$ cat config.mk
export PLATFORM = sky130hd
export DESIGN_NAME = image_ram_writer_flat
export DESIGN_NICKNAME = d
export VERILOG_FILES = /design/src/rtl/image_ram_writer_pkg.sv /design/src/rtl/image_ram_writer_if.sv /design/src/rtl/image_ram_writer_raster_counter.sv /design/src/rtl/image_ram_writer.sv /design/src/flat_wrapper.sv
export SDC_FILE = /design/constraint.sdc
export NUM_CORES = 1
export LEC_CHECK = 0
export CAP_MARGIN = 20
export CORE_ASPECT_RATIO = 1.75
export CORE_MARGIN = 2
export CORE_UTILIZATION = 53
export DETAILED_ROUTE_END_ITERATION = 6
export GPL_TIMING_DRIVEN = 0
export PLACE_DENSITY = 0.77
export SLEW_MARGIN = 20
export SYNTH_ARGS = -nofsm -noshare
export SYNTH_HDL_FRONTEND = slang
export SYNTH_HIERARCHICAL = 1
export SYNTH_SLANG_ARGS = --single-unit
$ cat constraint.sdc
create_clock -name clk -period 2.4 [get_ports clk]
set_input_delay 0.36 -clock clk [delete_from_list [all_inputs] [get_ports clk]]
set_output_delay 0.36 -clock clk [all_outputs]
set_load 0.02 [all_outputs]
$ cat src/rtl/image_ram_writer_pkg.sv
//==============================================================================
// Module  : image_mem_pkg
// Brief   : Shared image-memory types, default geometry and writer FSM encoding.
// Revision: 1.0 - initial release
//==============================================================================
`default_nettype none

package image_mem_pkg;

    localparam int unsigned c_DATA_W     = 24;
    localparam int unsigned c_ADDR_W     = 17;
    localparam int unsigned c_IMG_WIDTH  = 320;
    localparam int unsigned c_IMG_HEIGHT = 320;

    typedef logic [c_DATA_W-1:0] pixel_t;
    typedef logic [c_ADDR_W-1:0] img_addr_t;

    localparam logic [1:0] c_ST_IDLE  = 2'd0;
    localparam logic [1:0] c_ST_WRITE = 2'd1;
    localparam logic [1:0] c_ST_DONE  = 2'd2;

    typedef enum logic [1:0] {
        IDLE  = c_ST_IDLE,
        WRITE = c_ST_WRITE,
        DONE  = c_ST_DONE
    } writer_state_e;

    // Bit width of a 0..n-1 counter, never below one bit.
    function automatic int unsigned field_width(input int unsigned n);
        return (n > 1) ? $clog2(n) : 1;
    endfunction

endpackage

`default_nettype wire

$ cat src/rtl/image_ram_writer_if.sv
//==============================================================================
// Module  : image_ram_writer_if
// Brief   : Pixel stream (valid/ready) plus single-port memory write bus.
// Revision: 1.0 - initial release
//==============================================================================
`default_nettype none

interface image_ram_writer_if
    import image_mem_pkg::*;
#(
    parameter int unsigned DATA_W = c_DATA_W,
    parameter int unsigned ADDR_W = c_ADDR_W
);

    logic              s_valid;
    logic              s_ready;
    logic [DATA_W-1:0] s_data;
    logic              s_last;

    logic              wr_en;
    logic [ADDR_W-1:0] wr_addr;
    logic [DATA_W-1:0] wr_data;

    // master: pixel source that also observes the memory side
    modport master (
        output s_valid, s_data, s_last,
        input  s_ready, wr_en, wr_addr, wr_data
    );

    modport slave (
        input  s_valid, s_data, s_last,
        output s_ready, wr_en, wr_addr, wr_data
    );

endinterface

`default_nettype wire

$ cat src/rtl/image_ram_writer_raster_counter.sv
//==============================================================================
// Module  : raster_counter
// Brief   : Column/row/linear pixel counter with last-pixel flag for one frame.
// Revision: 1.0 - initial release
//==============================================================================
`default_nettype none

module raster_counter
    import image_mem_pkg::*;
#(
    parameter int unsigned IMG_WIDTH  = c_IMG_WIDTH,
    parameter int unsigned IMG_HEIGHT = c_IMG_HEIGHT,
    parameter int unsigned CNT_W      = c_ADDR_W,
    parameter int unsigned COL_W      = field_width(IMG_WIDTH),
    parameter int unsigned ROW_W      = field_width(IMG_HEIGHT)
) (
    input  wire logic             clk,
    input  wire logic             rst_n,
    input  wire logic             clear,
    input  wire logic             advance,
    output logic      [COL_W-1:0] col,
    output logic      [ROW_W-1:0] row,
    output logic      [CNT_W-1:0] count,
    output logic                  is_last
);

    localparam logic [COL_W-1:0] c_COL_MAX = COL_W'(IMG_WIDTH - 1);
    localparam logic [ROW_W-1:0] c_ROW_MAX = ROW_W'(IMG_HEIGHT - 1);
    localparam logic [CNT_W-1:0] c_CNT_MAX = CNT_W'(IMG_WIDTH * IMG_HEIGHT - 1);

    logic [COL_W-1:0] r_col;
    logic [ROW_W-1:0] r_row;
    logic [CNT_W-1:0] r_count;

    always_ff @(posedge clk or negedge rst_n) begin
        if (!rst_n) begin
            r_col   <= '0;
            r_row   <= '0;
            r_count <= '0;
        end else if (clear) begin
            r_col   <= '0;
            r_row   <= '0;
            r_count <= '0;
        end else if (advance) begin
            r_count <= r_count + 1'b1;
            if (r_col == c_COL_MAX) begin
                r_col <= '0;
                r_row <= (r_row == c_ROW_MAX) ? '0 : r_row + 1'b1;
            end else begin
                r_col <= r_col + 1'b1;
            end
        end
    end

    assign col     = r_col;
    assign row     = r_row;
    assign count   = r_count;
    assign is_last = (r_count == c_CNT_MAX);

endmodule

`default_nettype wire

$ cat src/rtl/image_ram_writer.sv
//==============================================================================
// Module  : image_ram_writer
// Brief   : Writes one raster-ordered frame from a pixel stream into image RAM.
//           Optional running pixel checksum: IMAGE_RAM_WRITER_CHECKSUM_EN.
// Revision: 1.0 - initial release
//==============================================================================
`default_nettype none

module image_ram_writer
    import image_mem_pkg::*;
#(
    parameter int unsigned DATA_W     = c_DATA_W,
    parameter int unsigned ADDR_W     = c_ADDR_W,
    parameter int unsigned IMG_WIDTH  = c_IMG_WIDTH,
    parameter int unsigned IMG_HEIGHT = c_IMG_HEIGHT
) (
    input  wire logic              clk,
    input  wire logic              rst_n,
    input  wire logic              start,
    input  wire logic [ADDR_W-1:0] base_addr,
    image_ram_writer_if.slave      bus,
    output logic                   busy,
    output logic                   done,
    output logic                   frame_err
`ifdef IMAGE_RAM_WRITER_CHECKSUM_EN
    ,
    output logic [31:0]            checksum
`endif
);

    localparam int unsigned c_COL_W = field_width(IMG_WIDTH);
    localparam int unsigned c_ROW_W = field_width(IMG_HEIGHT);

    writer_state_e     r_state;
    writer_state_e     w_next_state;

    logic              w_s_ready;
    logic              w_busy;
    logic              w_done;
    logic              w_accept;
    logic              w_start_ok;
    logic              w_last_pix;

    logic [ADDR_W-1:0] r_base;
    logic [ADDR_W-1:0] w_count;
    logic [c_COL_W-1:0] w_unused_col;
    logic [c_ROW_W-1:0] w_unused_row;

    logic              r_wr_en;
    logic [ADDR_W-1:0] r_wr_addr;
    logic [DATA_W-1:0] r_wr_data;
    logic              r_frame_err;

    assign w_start_ok = start && (r_state == IDLE);
    assign w_accept   = bus.s_valid && w_s_ready;

    always_ff @(posedge clk or negedge rst_n) begin
        if (!rst_n) begin
            r_state <= IDLE;
        end else begin
            r_state <= w_next_state;
        end
    end

    always_comb begin
        w_next_state = r_state;
        case (r_state)
            IDLE:    if (w_start_ok) w_next_state = WRITE;
            WRITE:   if (w_accept && (bus.s_last || w_last_pix)) w_next_state = DONE;
            DONE:    w_next_state = IDLE;
            default: w_next_state = IDLE;
        endcase
    end

    // Handshake and status decode straight from the state register.
    always_comb begin
        w_s_ready = 1'b0;
        w_busy    = 1'b0;
        w_done    = 1'b0;
        case (r_state)
            WRITE: begin
                w_s_ready = 1'b1;
                w_busy    = 1'b1;
            end
            DONE:    w_done = 1'b1;
            default: ;
        endcase
    end

    raster_counter #(
        .IMG_WIDTH  (IMG_WIDTH),
        .IMG_HEIGHT (IMG_HEIGHT),
        .CNT_W      (ADDR_W),
        .COL_W      (c_COL_W),
        .ROW_W      (c_ROW_W)
    ) u_raster (
        .clk     (clk),
        .rst_n   (rst_n),
        .clear   (w_start_ok),
        .advance (w_accept),
        .col     (w_unused_col),
        .row     (w_unused_row),
        .count   (w_count),
        .is_last (w_last_pix)
    );

    always_ff @(posedge clk or negedge rst_n) begin
        if (!rst_n) begin
            r_base      <= '0;
            r_wr_en     <= 1'b0;
            r_wr_addr   <= '0;
            r_wr_data   <= '0;
            r_frame_err <= 1'b0;
        end else begin
            r_wr_en <= w_accept;
            if (w_start_ok) begin
                r_base      <= base_addr;
                r_frame_err <= 1'b0;
            end
            if (w_accept) begin
                // Address sum is truncated to ADDR_W, so it wraps through zero.
                r_wr_addr <= r_base + w_count;
                r_wr_data <= bus.s_data;
                // Early s_last and a missing s_last on the final pixel both flag.
                if (bus.s_last != w_last_pix) begin
                    r_frame_err <= 1'b1;
                end
            end
        end
    end

`ifdef IMAGE_RAM_WRITER_CHECKSUM_EN
    logic [31:0] r_checksum;

    always_ff @(posedge clk or negedge rst_n) begin
        if (!rst_n) begin
            r_checksum <= '0;
        end else if (w_start_ok) begin
            r_checksum <= '0;
        end else if (w_accept) begin
            r_checksum <= r_checksum + 32'(bus.s_data);
        end
    end

    assign checksum = r_checksum;
`endif

    assign bus.s_ready = w_s_ready;
    assign bus.wr_en   = r_wr_en;
    assign bus.wr_addr = r_wr_addr;
    assign bus.wr_data = r_wr_data;
    assign busy        = w_busy;
    assign done        = w_done;
    assign frame_err   = r_frame_err;

endmodule

`default_nettype wire

$ cat src/flat_wrapper.sv
// flat-port wrapper written by rule: the top's interface ports become plain ports
module image_ram_writer_flat import image_mem_pkg::*;
#(
    parameter int unsigned DATA_W     = c_DATA_W,
    parameter int unsigned ADDR_W     = c_ADDR_W,
    parameter int unsigned IMG_WIDTH  = c_IMG_WIDTH,
    parameter int unsigned IMG_HEIGHT = c_IMG_HEIGHT
)
  (clk, rst_n, start, base_addr, busy, done, frame_err, bus_s_valid, bus_s_data, bus_s_last, bus_s_ready, bus_wr_en, bus_wr_addr, bus_wr_data);
  image_ram_writer_if #(.DATA_W(DATA_W), .ADDR_W(ADDR_W)) bus_i ();
  input  wire logic clk;
  input  wire logic rst_n;
  input  wire logic start;
  input  wire logic [ADDR_W-1:0] base_addr;
  output logic busy;
  output logic done;
  output logic frame_err;
  input wire logic [$bits(bus_i.s_valid)-1:0] bus_s_valid;
  input wire logic [$bits(bus_i.s_data)-1:0] bus_s_data;
  input wire logic [$bits(bus_i.s_last)-1:0] bus_s_last;
  output wire logic [$bits(bus_i.s_ready)-1:0] bus_s_ready;
  output wire logic [$bits(bus_i.wr_en)-1:0] bus_wr_en;
  output wire logic [$bits(bus_i.wr_addr)-1:0] bus_wr_addr;
  output wire logic [$bits(bus_i.wr_data)-1:0] bus_wr_data;
  assign bus_i.s_valid = bus_s_valid;
  assign bus_i.s_data = bus_s_data;
  assign bus_i.s_last = bus_s_last;
  assign bus_s_ready = bus_i.s_ready;
  assign bus_wr_en = bus_i.wr_en;
  assign bus_wr_addr = bus_i.wr_addr;
  assign bus_wr_data = bus_i.wr_data;
  image_ram_writer #(.DATA_W(DATA_W), .ADDR_W(ADDR_W), .IMG_WIDTH(IMG_WIDTH), .IMG_HEIGHT(IMG_HEIGHT)) u_core (.clk(clk), .rst_n(rst_n), .start(start), .base_addr(base_addr), .bus(bus_i), .busy(busy), .done(done), .frame_err(frame_err));
endmodule
-- Yosys cells after proc, flatten, opt, wreduce, memory -nomap -nowiden
Index checks and enable logic that the tools add are counted.
W data, S select, Z words.
- $add $sub $neg: 2
- eq/ne operators: 6
- mux-type cells: 10
- reductions and logical operators: 7
- operators by type and width (cell ; number):
    $mux W17 ; 2
    $add A17 B1 Y17 const B ; 1
    $add A17 B17 Y17 ; 1
    $eq A17 B17 Y1 const B ; 1
    $mux W1 ; 5
    $mux W2 ; 2
    $pmux W2 S2 ; 1
    $logic_and A1 B1 Y1 ; 3
    $eq A2 B1 Y1 const B ; 1
    $eq A2 B2 Y1 const B ; 1
    $logic_not A2 Y1 ; 1
    $ne A2 B1 Y1 const B ; 1
    $ne A2 B2 Y1 const B ; 1
    $reduce_and A2 Y1 ; 1
    $reduce_bool A2 Y1 ; 1
    $logic_or A1 B1 Y1 ; 1
    $ne A1 B1 Y1 ; 1
- register bits: 79
- bits of input ports: 46
- output and inout bits: 46
- logic and storage cells: 32

-- Longest topological paths before layout
- depth after elaboration: 6
- mapped depth: 9

-- By module
The synthesis kept the hierarchy.
- by module, submodules not included (module ; instances ; cells each ; area each (sq um)):
    image_ram_writer ; 1 ; 326 ; 3145.5
    raster_counter ; 1 ; 200 ; 1961.9

-- Worst setup path after synthesis
No wires, ideal clock.
- kind: register -> register
- start point: register u_core.r_state[1]
- end point: register u_core.u_raster.r_count[13] (netlist: u_core/u_raster/count[13])
- library setup time: 128 ps
- arrival: 2403 ps
- data required time: 2272 ps
- setup slack: -130 ps
- cell stages (with the launch flop): 9
- period minus slack after synthesis: 2530 ps
- cell sequence: dfrtp_1 > nor2b_1 > nand2_1 > inv_2 > clkbuf_1 > o211ai_2 > nor2_2 > nor4b_2 > mux2_1
- longest elaborated chain between the ends: 4
- elaborated cells on any way between the ends: 7
- classes of those cells: 1 x eq/ne; 2 x mux; 4 x reduce/logical
- RTL lines (what ; RTL line ; text):
    from (decl) ; image_ram_writer.sv:34 ; writer_state_e r_state;
    from (signal assigned) ; image_ram_writer.sv:61 ; r_state <= w_next_state;
    $eq A2 B1 Y1 ; image_ram_writer.sv:80 ; case (r_state)
    $mux W1 ; image_ram_writer.sv:80 ;
    net bus_s_ready ; flat_wrapper.sv:21 ; output wire logic [$bits(bus_i.s_ready)-1:0] bus_s_ready;
    $logic_and A1 B1 Y1 ; image_ram_writer.sv:55 ; assign w_accept = bus.s_valid && w_s_ready;
    net u_core.w_accept ; image_ram_writer.sv:40 ; logic w_accept;
    $reduce_bool A2 Y1 (no source line) ; n/a ;
    to (signal assigned) ; image_ram_writer_raster_counter.sv:45 ; r_count <= r_count + 1'b1;
    to (decl) ; image_ram_writer_raster_counter.sv:33 ; logic [CNT_W-1:0] r_count;
The timed path passes the listed nets, and every way through them passes these cells.
A chain may end at the register's enable or synchronous reset.

-- Final worst setup path
- start point: input port start
- end point: register u_core.u_raster.r_count[13] (netlist: u_core/u_raster/count[13])
- longest elaborated chain between the ends: 2
- elaborated cells on any way between the ends: 3
- classes of those cells: 1 x mux; 2 x reduce/logical
- RTL lines (what ; RTL line ; text):
    from (decl) ; flat_wrapper.sv:13 ; input wire logic start;
    $logic_and A1 B1 Y1 (*) ; image_ram_writer.sv:54 ; assign w_start_ok = start && (r_state == IDLE);
    net u_core.w_start_ok ; image_ram_writer.sv:41 ; logic w_start_ok;
    $mux W17 or $reduce_bool A2 Y1 (tied branches) ; n/a ;
Mark *: on every way through the listed nets, which the timed path passes. The rest lies on a longest branch.

==> reports/qor.yml <==
remaining_design_rule_violation_count: 0
worst-r2r-setup-slack_ns: 0.13
tritoncts: "done"
dp_cells: 602
routed_wirelength_mm: 9.74
cts_inserted_buffers: 9
crit_startpoint: "start"
final_critical_path_required_period_ns: 2.28
syn_nets: 487
total_leakage_power_uw: 0.00243
finish.net_count: 591
maximum_clock_skew_at_final_layout_ns: 0.00597
core.rowCount: 42
detailroute.via_count: 3434
max_clock_freq_mhz: 438
maxSlewHeadroom_pct: 53.3
path_delay_family: "buffers and inverters"
rr_worst_depth: 7
grt_start_max_net_pins: 53
worst_pin_slew_ns: 0.700
share_of_final_layout_standard_cells_stronger_than_drive_strength_1_pct: 11.7
route.detailed.wl_per_inst_um: 15.8
floorplan.initialDensity_pct: 54.3
status: "finished clean"
root_buffer_selected_by_cts: "clkbuf_16"
finish.cell_count_without_fillers: 618
clock_sinks: 79
setup.worst_path.start_class: "input port"
regToRegStartpoint: "u_core/u_raster/count[0]"
placement.cell_area_um2: 5130
syn_avg_cell_area_um2: 9.67
worst-path-max-fanout: 10
critPathBufInv: 3
drv_cap: 0
crit_path_top_delay_cell: "clkdlybuf4s50_1"
ios: 92
htreeDepth: 3
cp_cell_sequence: "clkdlybuf4s50_1, nor3b_1, clkbuf_4, buf_2, o211ai_2, nor2_4, nor4b_2, mux2_1"
antenna_found_initial: 0
fillCellCount: 595
cp.depth: 8
required_time_at_the_worst_slack_endpoint_ns: 2.61
vdd_ir_drop_max_uv: 623
ant_nets: 0
vias_per_cell: 5.56
maxSlewViolCount: 0
clkTransAtPathRegs_ns: 0.05
setup_viol: 0
finalHoldViolations: 0
first_pass_grt_wire_length_mm: 16.0
flow.area_growth_from_synthesis_pct: 34.7
diodes: 0
globalRouteOverflowTotal: 0
timing.hold.worst.class: "reg2reg"
detailedPlacementHpwl_mm: 7.47
overall_die_width_um: 70.3
ys_warn_count: 6
grt_pass1_vias: 3351
synth_cells: 422
stdcell_area_um2: 5500
endpoint_kind: "flip-flop"
r2r_end: "u_core/bus.wr_addr[14]"
critical_path.endpoint: "u_core/u_raster/count[13]"
powerDensity_nw_per_um2: 1210
area_of_combinational_cells_with_multiple_inputs_um2: 1990
sequential_area_um2: 1980
critical_path_class: "in2reg"
core_area_um2: 7510
insertion_delay_ns: 0.33
groute.usage.overall_pct: 24.2
fp.dieArea_um2: 8440
cts_setup_buffers: 0
synth_area_um2: 4080
gp_congestion: 0.866
die_y_um: 120
clockBufferDepth: 2
max_stage_delay_ns: 0.45
drt_iter0_drc: 149
numPortBuffers: 91
post-route-period-util_pct: 95.0
drt-pass1-iter-count: 6
rsz_0062_raised_after_global_routing: "no"
setup_tns_ns: 0
worst-endpoint-arrival_ns: 2.49
## where the power goes
group          switching, µW  total, µW  internal (µW)
Combinational           1640       3000           1360
Clock                    481       1470            987
Sequential               314       2170           1850
Total                   2440       6630           4190
## cell usage in the layout (no fill, tap or decap), drive strengths merged, types with 5 or more instances in the layout
| cell type | n |
|---|---|
| nand2 | 107 |
| clkdlybuf4s50 | 90 |
| dfrtp | 79 |
| nor2 | 28 |
| clkbuf | 25 |
| ha | 18 |
| mux2 | 18 |
| o21ai | 17 |
| a21oi | 13 |
| xnor2 | 13 |
| nand3 | 12 |
| inv | 11 |
| nand4 | 9 |
| buf | 9 |
| nor3 | 8 |
| xor2 | 7 |
| nor4 | 6 |
| o21a | 5 |
| a21o | 5 |
## through the flow
stage	hold slack, ns	setup slack, ns	util, %	power (µW)
finish	0.471	0.119	73.1	6630
detailed placement	0.304	-0.629	68.2	5160
floorplan	0.0644	0.130	-	3890
global placement	0.458	-1.74	67.9	5070
CTS	0.475	0.0136	72.9	6670
global route	0.499	0.0174	73.1	7050
## area by class of cell
class | count | area share [%]
Multi-Input combinational cell | 312 | 36.3
Sequential cell | 79 | 36.0
Timing Repair Buffer | 93 | 17.2
Clock buffer | 12 | 4.85
Tap cell | 88 | 2.00
Buffer | 20 | 1.71
Clock inverter | 3 | 1.18
Inverter | 11 | 0.797
## what timing repair did
item / CTS / global route
endpoints found under the hold margin: 27 / 0
hold buffers: 1 / 0
pin swaps: 0 / 1
endpoints found under the setup margin: 12 / 3
gates resized for setup: 4 / 7
## state kept, by name, indices dropped and copies added (netlist names)
name,count
u_core/r_state,2
u_core/r_base,17
u_core/frame_err,1
u_core/bus.wr_en,1
u_core/bus.wr_data,24
u_core/u_raster/count,17
u_core/bus.wr_addr,17
## worst min-delay path by stage
stage                     cells past startpoint                   start                endpoint
after floorplan                               0                   rst_n   u_core/bus.wr_addr[0]
after global placement                        2  u_core/bus.wr_data[10]  u_core/bus.wr_data[10]
after detailed placement                      1                   rst_n   u_core/bus.wr_data[1]
after CTS                                     2   u_core/bus.wr_data[3]   u_core/bus.wr_data[3]
after global routing                          2  u_core/bus.wr_data[20]  u_core/bus.wr_data[20]
final                                         2   u_core/bus.wr_addr[1]   u_core/bus.wr_addr[1]
## tightest hold or removal path: cells and delay by family (launching register included)
kind | cells | cell delay, ns
flip-flops | 1 | 0.34
AND/OR/NAND/NOR | 2 | 0.10
## layer usage
layer / vias up / global-route usage [%] / wire length [µm]
li1: 1660 / - / -
met1: 1640 / 26.3 / 3650
met2: 105 / 43.6 / 5330
met3: 29 / 4.95 / 431
met4: 0 / 12.4 / 337
met5: - / 0 / 0
No activity file was read; power rests on OpenSTA's default activity.
